**src/rtl/spi_pkg.sv**
```systemverilog
// rtl/spi_pkg.sv - shared SPI opcodes, frame bit positions and responder state encoding
package spi_pkg;

   localparam logic [7:0] READ_CMD  = 8'h03;
   localparam logic [7:0] WRITE_CMD = 8'h02;

   localparam int CMD_BITS  = 8;
   localparam int ADDR_BITS = 16;
   localparam int TURN_BIT  = 24;

   typedef enum logic [2:0] {
      ST_IDLE    = 3'd0,
      ST_CMD     = 3'd1,
      ST_ADDR    = 3'd2,
      ST_TURN    = 3'd3,
      ST_RD_DATA = 3'd4,
      ST_WR_DATA = 3'd5,
      ST_IGNORE  = 3'd6
   } resp_state_e;

endpackage

```
**src/rtl/spi_shift8.sv**
```systemverilog
// rtl/spi_shift8.sv - 8-bit shift register with parallel load, serial in and bit-7 count flag
module spi_shift8 (
   input  logic       clk_i,
   input  logic       rst_i,
   input  logic       clear_i,
   input  logic       load_i,
   input  logic       shift_i,
   input  logic [7:0] data_i,
   input  logic       sdi_i,
   output logic [7:0] q_o,
   output logic       cnt7_o
);

   logic [7:0] data_q, data_d;
   logic [2:0] cnt_q, cnt_d;

   always_comb begin
      data_d = data_q;
      cnt_d  = cnt_q;
      if (clear_i) begin
         data_d = '0;
         cnt_d  = '0;
      end else if (load_i) begin
         data_d = data_i;
         cnt_d  = '0;
      end else if (shift_i) begin
         data_d = {data_q[6:0], sdi_i};
         cnt_d  = cnt_q + 3'd1;
      end
   end

   always_ff @(posedge clk_i or posedge rst_i) begin
      if (rst_i) begin
         data_q <= '0;
         cnt_q  <= '0;
      end else begin
         data_q <= data_d;
         cnt_q  <= cnt_d;
      end
   end

   assign q_o    = data_q;
   // High on the edge that completes a byte (shift) or ends a transmitted byte (reload).
   assign cnt7_o = (cnt_q == 3'd7);

endmodule

```
**src/rtl/spi_mem_responder.sv**
```systemverilog
// rtl/spi_mem_responder.sv - SPI slave exposing a byte memory via READ/WRITE streaming frames
module spi_mem_responder #(
   parameter logic [7:0] READ_CMD  = spi_pkg::READ_CMD,
   parameter logic [7:0] WRITE_CMD = spi_pkg::WRITE_CMD
) (
   input  logic        sclk,
   input  logic        rst,
   input  logic        cs,
   input  logic        mosi,
   output logic        miso,
   output logic [15:0] mem_addr,
   input  logic [7:0]  mem_rdata,
   output logic [7:0]  mem_wdata,
   output logic        mem_we,
   output logic        busy
);
   import spi_pkg::*;

   localparam logic [4:0] B_CMD_LAST  = 5'(CMD_BITS - 1);
   localparam logic [4:0] B_ADDR_HI   = 5'(CMD_BITS + 8);
   localparam logic [4:0] B_ADDR_LAST = 5'(CMD_BITS + ADDR_BITS - 1);
   localparam logic [4:0] B_TURN      = 5'(TURN_BIT);

   resp_state_e state_q, state_d;
   logic [4:0]  bit_q, bit_d;
   logic        is_read_q, is_read_d;
   logic [7:0]  addr_hi_q, addr_hi_d;
   logic [15:0] mem_addr_q, mem_addr_d;
   logic [7:0]  mem_wdata_q, mem_wdata_d;
   logic        mem_we_q, mem_we_d;

   logic        rx_shift, rx_cnt7;
   logic [7:0]  rx_q, rx_byte;
   logic        tx_load, tx_shift, tx_cnt7;
   logic [7:0]  tx_q;
   logic        unused_tx;

   spi_shift8 u_rx (
      .clk_i   (sclk),
      .rst_i   (rst),
      .clear_i (cs),
      .load_i  (1'b0),
      .shift_i (rx_shift),
      .data_i  (8'h00),
      .sdi_i   (mosi),
      .q_o     (rx_q),
      .cnt7_o  (rx_cnt7)
   );

   spi_shift8 u_tx (
      .clk_i   (sclk),
      .rst_i   (rst),
      .clear_i (cs),
      .load_i  (tx_load),
      .shift_i (tx_shift),
      .data_i  (mem_rdata),
      .sdi_i   (1'b0),
      .q_o     (tx_q),
      .cnt7_o  (tx_cnt7)
   );

   // Byte including the bit being sampled on this edge.
   assign rx_byte   = {rx_q[6:0], mosi};
   assign unused_tx = ^tx_q[6:0];

   always_comb begin
      state_d     = state_q;
      bit_d       = bit_q;
      is_read_d   = is_read_q;
      addr_hi_d   = addr_hi_q;
      mem_addr_d  = mem_addr_q;
      mem_wdata_d = mem_wdata_q;
      mem_we_d    = 1'b0;
      rx_shift    = 1'b0;
      tx_load     = 1'b0;
      tx_shift    = 1'b0;
      if (cs) begin
         state_d = ST_IDLE;
         bit_d   = '0;
      end else begin
         if (bit_q != B_TURN) bit_d = bit_q + 5'd1;
         case (state_q)
            ST_IDLE: begin
               rx_shift = 1'b1;
               state_d  = ST_CMD;
            end
            ST_CMD: begin
               rx_shift = 1'b1;
               if (bit_q == B_CMD_LAST) begin
                  if (rx_byte == READ_CMD) begin
                     state_d   = ST_ADDR;
                     is_read_d = 1'b1;
                  end else if (rx_byte == WRITE_CMD) begin
                     state_d   = ST_ADDR;
                     is_read_d = 1'b0;
                  end else begin
                     state_d   = ST_IGNORE;
                  end
               end
            end
            ST_ADDR: begin
               rx_shift = 1'b1;
               if (bit_q == B_ADDR_HI) addr_hi_d = rx_q;
               if (bit_q == B_ADDR_LAST) begin
                  mem_addr_d = {addr_hi_q, rx_byte};
                  state_d    = is_read_q ? ST_TURN : ST_WR_DATA;
               end
            end
            ST_TURN: begin
               tx_load    = 1'b1;
               mem_addr_d = mem_addr_q + 16'd1;
               state_d    = ST_RD_DATA;
            end
            ST_RD_DATA: begin
               if (tx_cnt7) begin
                  tx_load    = 1'b1;
                  mem_addr_d = mem_addr_q + 16'd1;
               end else begin
                  tx_shift   = 1'b1;
               end
            end
            ST_WR_DATA: begin
               rx_shift = 1'b1;
               if (mem_we_q) mem_addr_d = mem_addr_q + 16'd1;
               if (rx_cnt7) begin
                  mem_wdata_d = rx_byte;
                  mem_we_d    = 1'b1;
               end
            end
            default: ;
         endcase
      end
   end

   always_ff @(posedge sclk or posedge rst) begin
      if (rst) begin
         state_q     <= ST_IDLE;
         bit_q       <= '0;
         is_read_q   <= 1'b0;
         addr_hi_q   <= '0;
         mem_addr_q  <= '0;
         mem_wdata_q <= '0;
         mem_we_q    <= 1'b0;
      end else begin
         state_q     <= state_d;
         bit_q       <= bit_d;
         is_read_q   <= is_read_d;
         addr_hi_q   <= addr_hi_d;
         mem_addr_q  <= mem_addr_d;
         mem_wdata_q <= mem_wdata_d;
         mem_we_q    <= mem_we_d;
      end
   end

   assign miso      = tx_q[7];
   assign mem_addr  = mem_addr_q;
   assign mem_wdata = mem_wdata_q;
   assign mem_we    = mem_we_q;
   assign busy      = (state_q != ST_IDLE);

endmodule

```
**config.mk**
```make
export PLATFORM = sky130hd
export DESIGN_NAME = spi_mem_responder
export DESIGN_NICKNAME = d
export VERILOG_FILES = /design/src/rtl/spi_pkg.sv /design/src/rtl/spi_shift8.sv /design/src/rtl/spi_mem_responder.sv
export SDC_FILE = /design/constraint.sdc
export NUM_CORES = 1
export LEC_CHECK = 0
export BUFFER_PORTS_ARGS = -buffer_cell sky130_fd_sc_hd__buf_2
export CORE_ASPECT_RATIO = 0.7
export CORE_MARGIN = 3
export CORE_UTILIZATION = 55
export DETAILED_ROUTE_END_ITERATION = 8
export GPL_TIMING_DRIVEN = 1
export PLACE_DENSITY = 0.72
export SLEW_MARGIN = 20
export SYNTH_ARGS = -nofsm -noshare
export SYNTH_HDL_FRONTEND = slang
export SYNTH_SLANG_ARGS = --single-unit
```
**constraint.sdc**
```tcl
create_clock -name sclk -period 3 [get_ports sclk]
set_input_delay 0.3 -clock sclk [delete_from_list [all_inputs] [get_ports sclk]]
set_output_delay 0.3 -clock sclk [all_outputs]
set_load 0.02 [all_outputs]
```
==> out/summary.md <==
Yosys attributes the largest share of cell area to sky130_fd_sc_hd__dfrtp_1 47%, sky130_fd_sc_hd__mux2_2 5.6%, sky130_fd_sc_hd__a21oi_1 4.7%, sky130_fd_sc_hd__nand2_1 3.1%, sky130_fd_sc_hd__ha_1 2.5%. In the post-synthesis netlist, the cell with the most instances is sky130_fd_sc_hd__dfrtp_1. The clock transition at the registers of the reported paths is 70 ps. For the finished layout, the period the worst path requires is 2237 ps.

The total power per unit cell area is 511.2 mW/mm^2, and the post-synthesis share of cell area spent on and, or, nand and nor gates is 18.10%. After synthesis, the largest family of logic cells by area is compound AO/OA/AOI/OAI gates. The flow ran to the end, and the final reports show no timing, DRC or antenna violations. Yosys mapped a number of flops with a built-in enable equal to 0. TritonCTS built the clock tree. The last weighted congestion value of the routability-driven placer is 0.9031, and the fraction of the core area covered by cells at the end of the flow is 65.92%. After legalization and detailed placement, the total HPWL measured 5.570 mm.

Summing the areas of all xor and xnor instances in the mapped netlist gives 1.017% of the synthesized area. After synthesis, the most frequently instantiated cells are 64 x sky130_fd_sc_hd__dfrtp_1, 32 x sky130_fd_sc_hd__a21oi_1, 28 x sky130_fd_sc_hd__nand2_1. The total non-filler cell area in the finished layout is 0.003889 sq mm, and the chip width is 100.6 um.

The total core area was 0.005899 sq mm. The die area came out at 0.007261 sq mm. Sum of negative setup slack: 0 ps. The tools report the cell at the root of the clock tree as sky130_fd_sc_hd__clkbuf_8. After the flow finishes, the layout carries non-filler instances totaling 460. Setup violations remaining at the end of the flow were counted as 0. The logs give 0 for the warning count from the yosys run and 64 for the clock net sink count. At the end of the flow, the number of nets in the layout was 399. For the starting density of the core, the log shows 58.37%.

The achievable clock frequency is 0.4471 GHz, and the number of routed nets with antenna violations is 0. IR analysis of the VDD net gives a maximum drop of 352.4 uV. The tools report the number of max-cap violations as 0. The final layout contains routed wiring with a total length of 8.108 mm. The maximum net fanout on the critical path works out to 15. The repair_antennas step left the layout with diodes totalling 0. Multiplexer cells account for 7.013% of the synthesized area.

Number of pins with negative max-slew slack in the final report: 0. Before antenna repair, the detailed router went through 6 iterations. Of the cells placed in the final design, the portion with a size suffix greater than 1 is 23.64%.

The worst setup path is captured at a flip-flop. For the number of antenna violations at the first check in global routing, the log shows 0. The final hold violation count came out at 0.

Net count of the mapped netlist: 366. Setup repair after global routing left no endpoint under its margin. The wire length of the first global-routing pass is 13.70 mm. Of the post-synthesis cell area, the dominant cell type holds 46.51%. Counting flops with an async set or reset pin after synthesis yields a share of 100.0%. The biggest area contributor in the post-synthesis netlist is sky130_fd_sc_hd__dfrtp_1. In this run the number of H-tree levels came out at 3. The run gives 443 as the placed instance count.

Once placement finished, the instance area stood at 0.003652 sq mm. The synthesized netlist contains 58 unique library cells. The via count of the first global-routing pass is 2,675, and the DRC violation count after routing is 0. The critical path is of the flip-flop to flip-flop type. The complex-gate fraction of the synthesized area was 20.24%; the number of DRC violations after detailed-routing iteration 0 was 337. Global routing finished with a remaining overflow of 0.

In this run the static leakage power is 0.001818 uW. No sink is reached through more buffers than the 2 on the longest clock path. Overall power consumption after layout is estimated at 1988 uW. 39 I/O pins were placed. In the synthesized netlist, the number of instances is 347. The total via count after detailed routing came out at 2,895. For the worst slew margin relative to its limit, the log shows 38.21%. Layout overhead on the synthesized area: 12.94%. The final critical path takes up 74.56% of the cycle. The flip-flop cell with the highest count after synthesis was sky130_fd_sc_hd__dfrtp_1. Across the routed clock network, the largest skew measured is 8.295 ps.

From bottom edge to top edge, the die measures 72.20 um. A synthesized cell averages 9.923 sq um. The count of buffers added on input and output ports is 38. Post-detailed-route wirelength per cell: 17.63 um. The logs give 0.003443 sq mm for the netlist area before placement and 3220 ps for the required arrival time at the worst endpoint. Buffers inserted during clock tree synthesis total 9. At the later pin of the worst-skew pair, clock insertion delay measures 340 ps. The number of vias per cell after detailed routing is 6.293.

Kind of start point of the critical path: a flip-flop. Synthesis inferred 64 register bits. The run gives 43 as the pin count of the biggest net entering global routing. The share of the Yosys chip area taken by registers is 46.51%. The initialized floorplan defines 23 standard-cell rows. In this run the post-CTS setup repair buffer count came out at 0. The worst-margin pin slew came out at 926.9 ps. The arrival time of the worst setup path is 2460 ps, and the all-layer global routing usage is 23.92%. The tightest min-delay check is of the input pin to flip-flop type. The adder-cell share of the synthesized area was 2.544%.
## cell families (layout without fill, tap and decap cells)
group / after synthesis / after routing
AOI/OAI and AO/OA: 101 / 101
adders and majority gates: 7 / 7
and+or+nand+nor: 114 / 114
xor gates and xnor gates: 4 / 4
DFF: 64 / 64
buffers and inverters: 35 / 73
muxes: 22 / 22
## layout by cell type, fill, tap and decap left out, types with 4 or more instances in the layout
cell                        count
sky130_fd_sc_hd__a31o_2         4
sky130_fd_sc_hd__a31oi_1       10
sky130_fd_sc_hd__mux2_2        17
sky130_fd_sc_hd__nand3_1       16
sky130_fd_sc_hd__o211ai_1       5
sky130_fd_sc_hd__a21oi_1       32
sky130_fd_sc_hd__nor2b_1        5
sky130_fd_sc_hd__buf_4          4
sky130_fd_sc_hd__nor2_1        18
sky130_fd_sc_hd__a2bb2oi_1      4
sky130_fd_sc_hd__a22oi_1       10
sky130_fd_sc_hd__ha_1           7
sky130_fd_sc_hd__inv_1         13
sky130_fd_sc_hd__mux2i_1        5
sky130_fd_sc_hd__nor3_1        13
sky130_fd_sc_hd__nand2_1       28
sky130_fd_sc_hd__clkbuf_8       9
sky130_fd_sc_hd__buf_2         38
sky130_fd_sc_hd__o21ai_0        7
sky130_fd_sc_hd__nand4_1        8
sky130_fd_sc_hd__o22ai_1        5
sky130_fd_sc_hd__nor4_1         4
sky130_fd_sc_hd__dfrtp_1       64
## layout make-up
class	count	area (sq um)
multi-input combinational	248	1684
fill	478	2011
clock inverter	7	102.6
sequential	64	1602
inverter	14	52.55
clock buffer	9	123.9
tap	75	93.84
timing repair buffer	43	230.2
## flip-flops by register name (all words and copies together), names as in the netlist
name and count:
bit_q 5, u_tx.q_o 8, u_rx.cnt_q 3, state_q 3
u_rx.q_o 8, addr_hi_q 8, mem_we 1, mem_wdata 8
mem_addr 16, u_tx.cnt_q 3, is_read_q 1
## metrics by stage
step | hold WS (ps) | setup slack [ps]
2_1_floorplan | 430.7 | 1102
3_3_place_gp | 354.3 | 924.6
3_5_place_dp | 357.0 | 832.8
4_1_cts | 222.8 | 815.4
5_1_grt | 225.5 | 615.1
6_report | 227.8 | 763.2
## path summary, 6_finish.rpt
kind / startpoint / end / slack [ps] / depth (start not counted)
worst min-delay path: mem_rdata[0] / u_tx.q_o[0] / 230 / 2
min in group asynchronous: rst / u_tx.q_o[3] / 520 / 3
worst min register to register: mem_wdata[6] / mem_wdata[6] / 510 / 1
max in group asynchronous: rst / mem_addr[4] / 1570 / 4
worst max register to register: state_q[0] / mem_addr[2] / 760 / 4
worst max-delay path: state_q[0] / mem_addr[2] / 760 / 4
## power breakdown
group          internal, uW  switching, uW
Clock                   476            361
Combinational          65.1            120
Sequential              900           65.6
## worst max-delay path, cell delays in order (launching register included)
cell	delay [ps]
sky130_fd_sc_hd__dfrtp_1	670
sky130_fd_sc_hd__inv_1	230
sky130_fd_sc_hd__a31oi_2	690
sky130_fd_sc_hd__nand2_1	260
sky130_fd_sc_hd__o22a_1	270
## layer usage
| layer | vias to the layer above | global-route usage, % | routed length, um |
|---|---|---|---|
| li1 | 1370 | - | - |
| met1 | 1393 | 37.51 | 3954 |
| met2 | 125 | 32.75 | 3429 |
| met3 | 7 | 6.052 | 660 |
| met4 | 0 | 6.428 | 63 |
| met5 | - | 0 | 0 |
## repair_timing
action,in CTS,in global routing
resized for setup,0,0
hold buffers,1,0
endpoints found under the hold margin,15,0
Power figures use the tool's default switching activity.
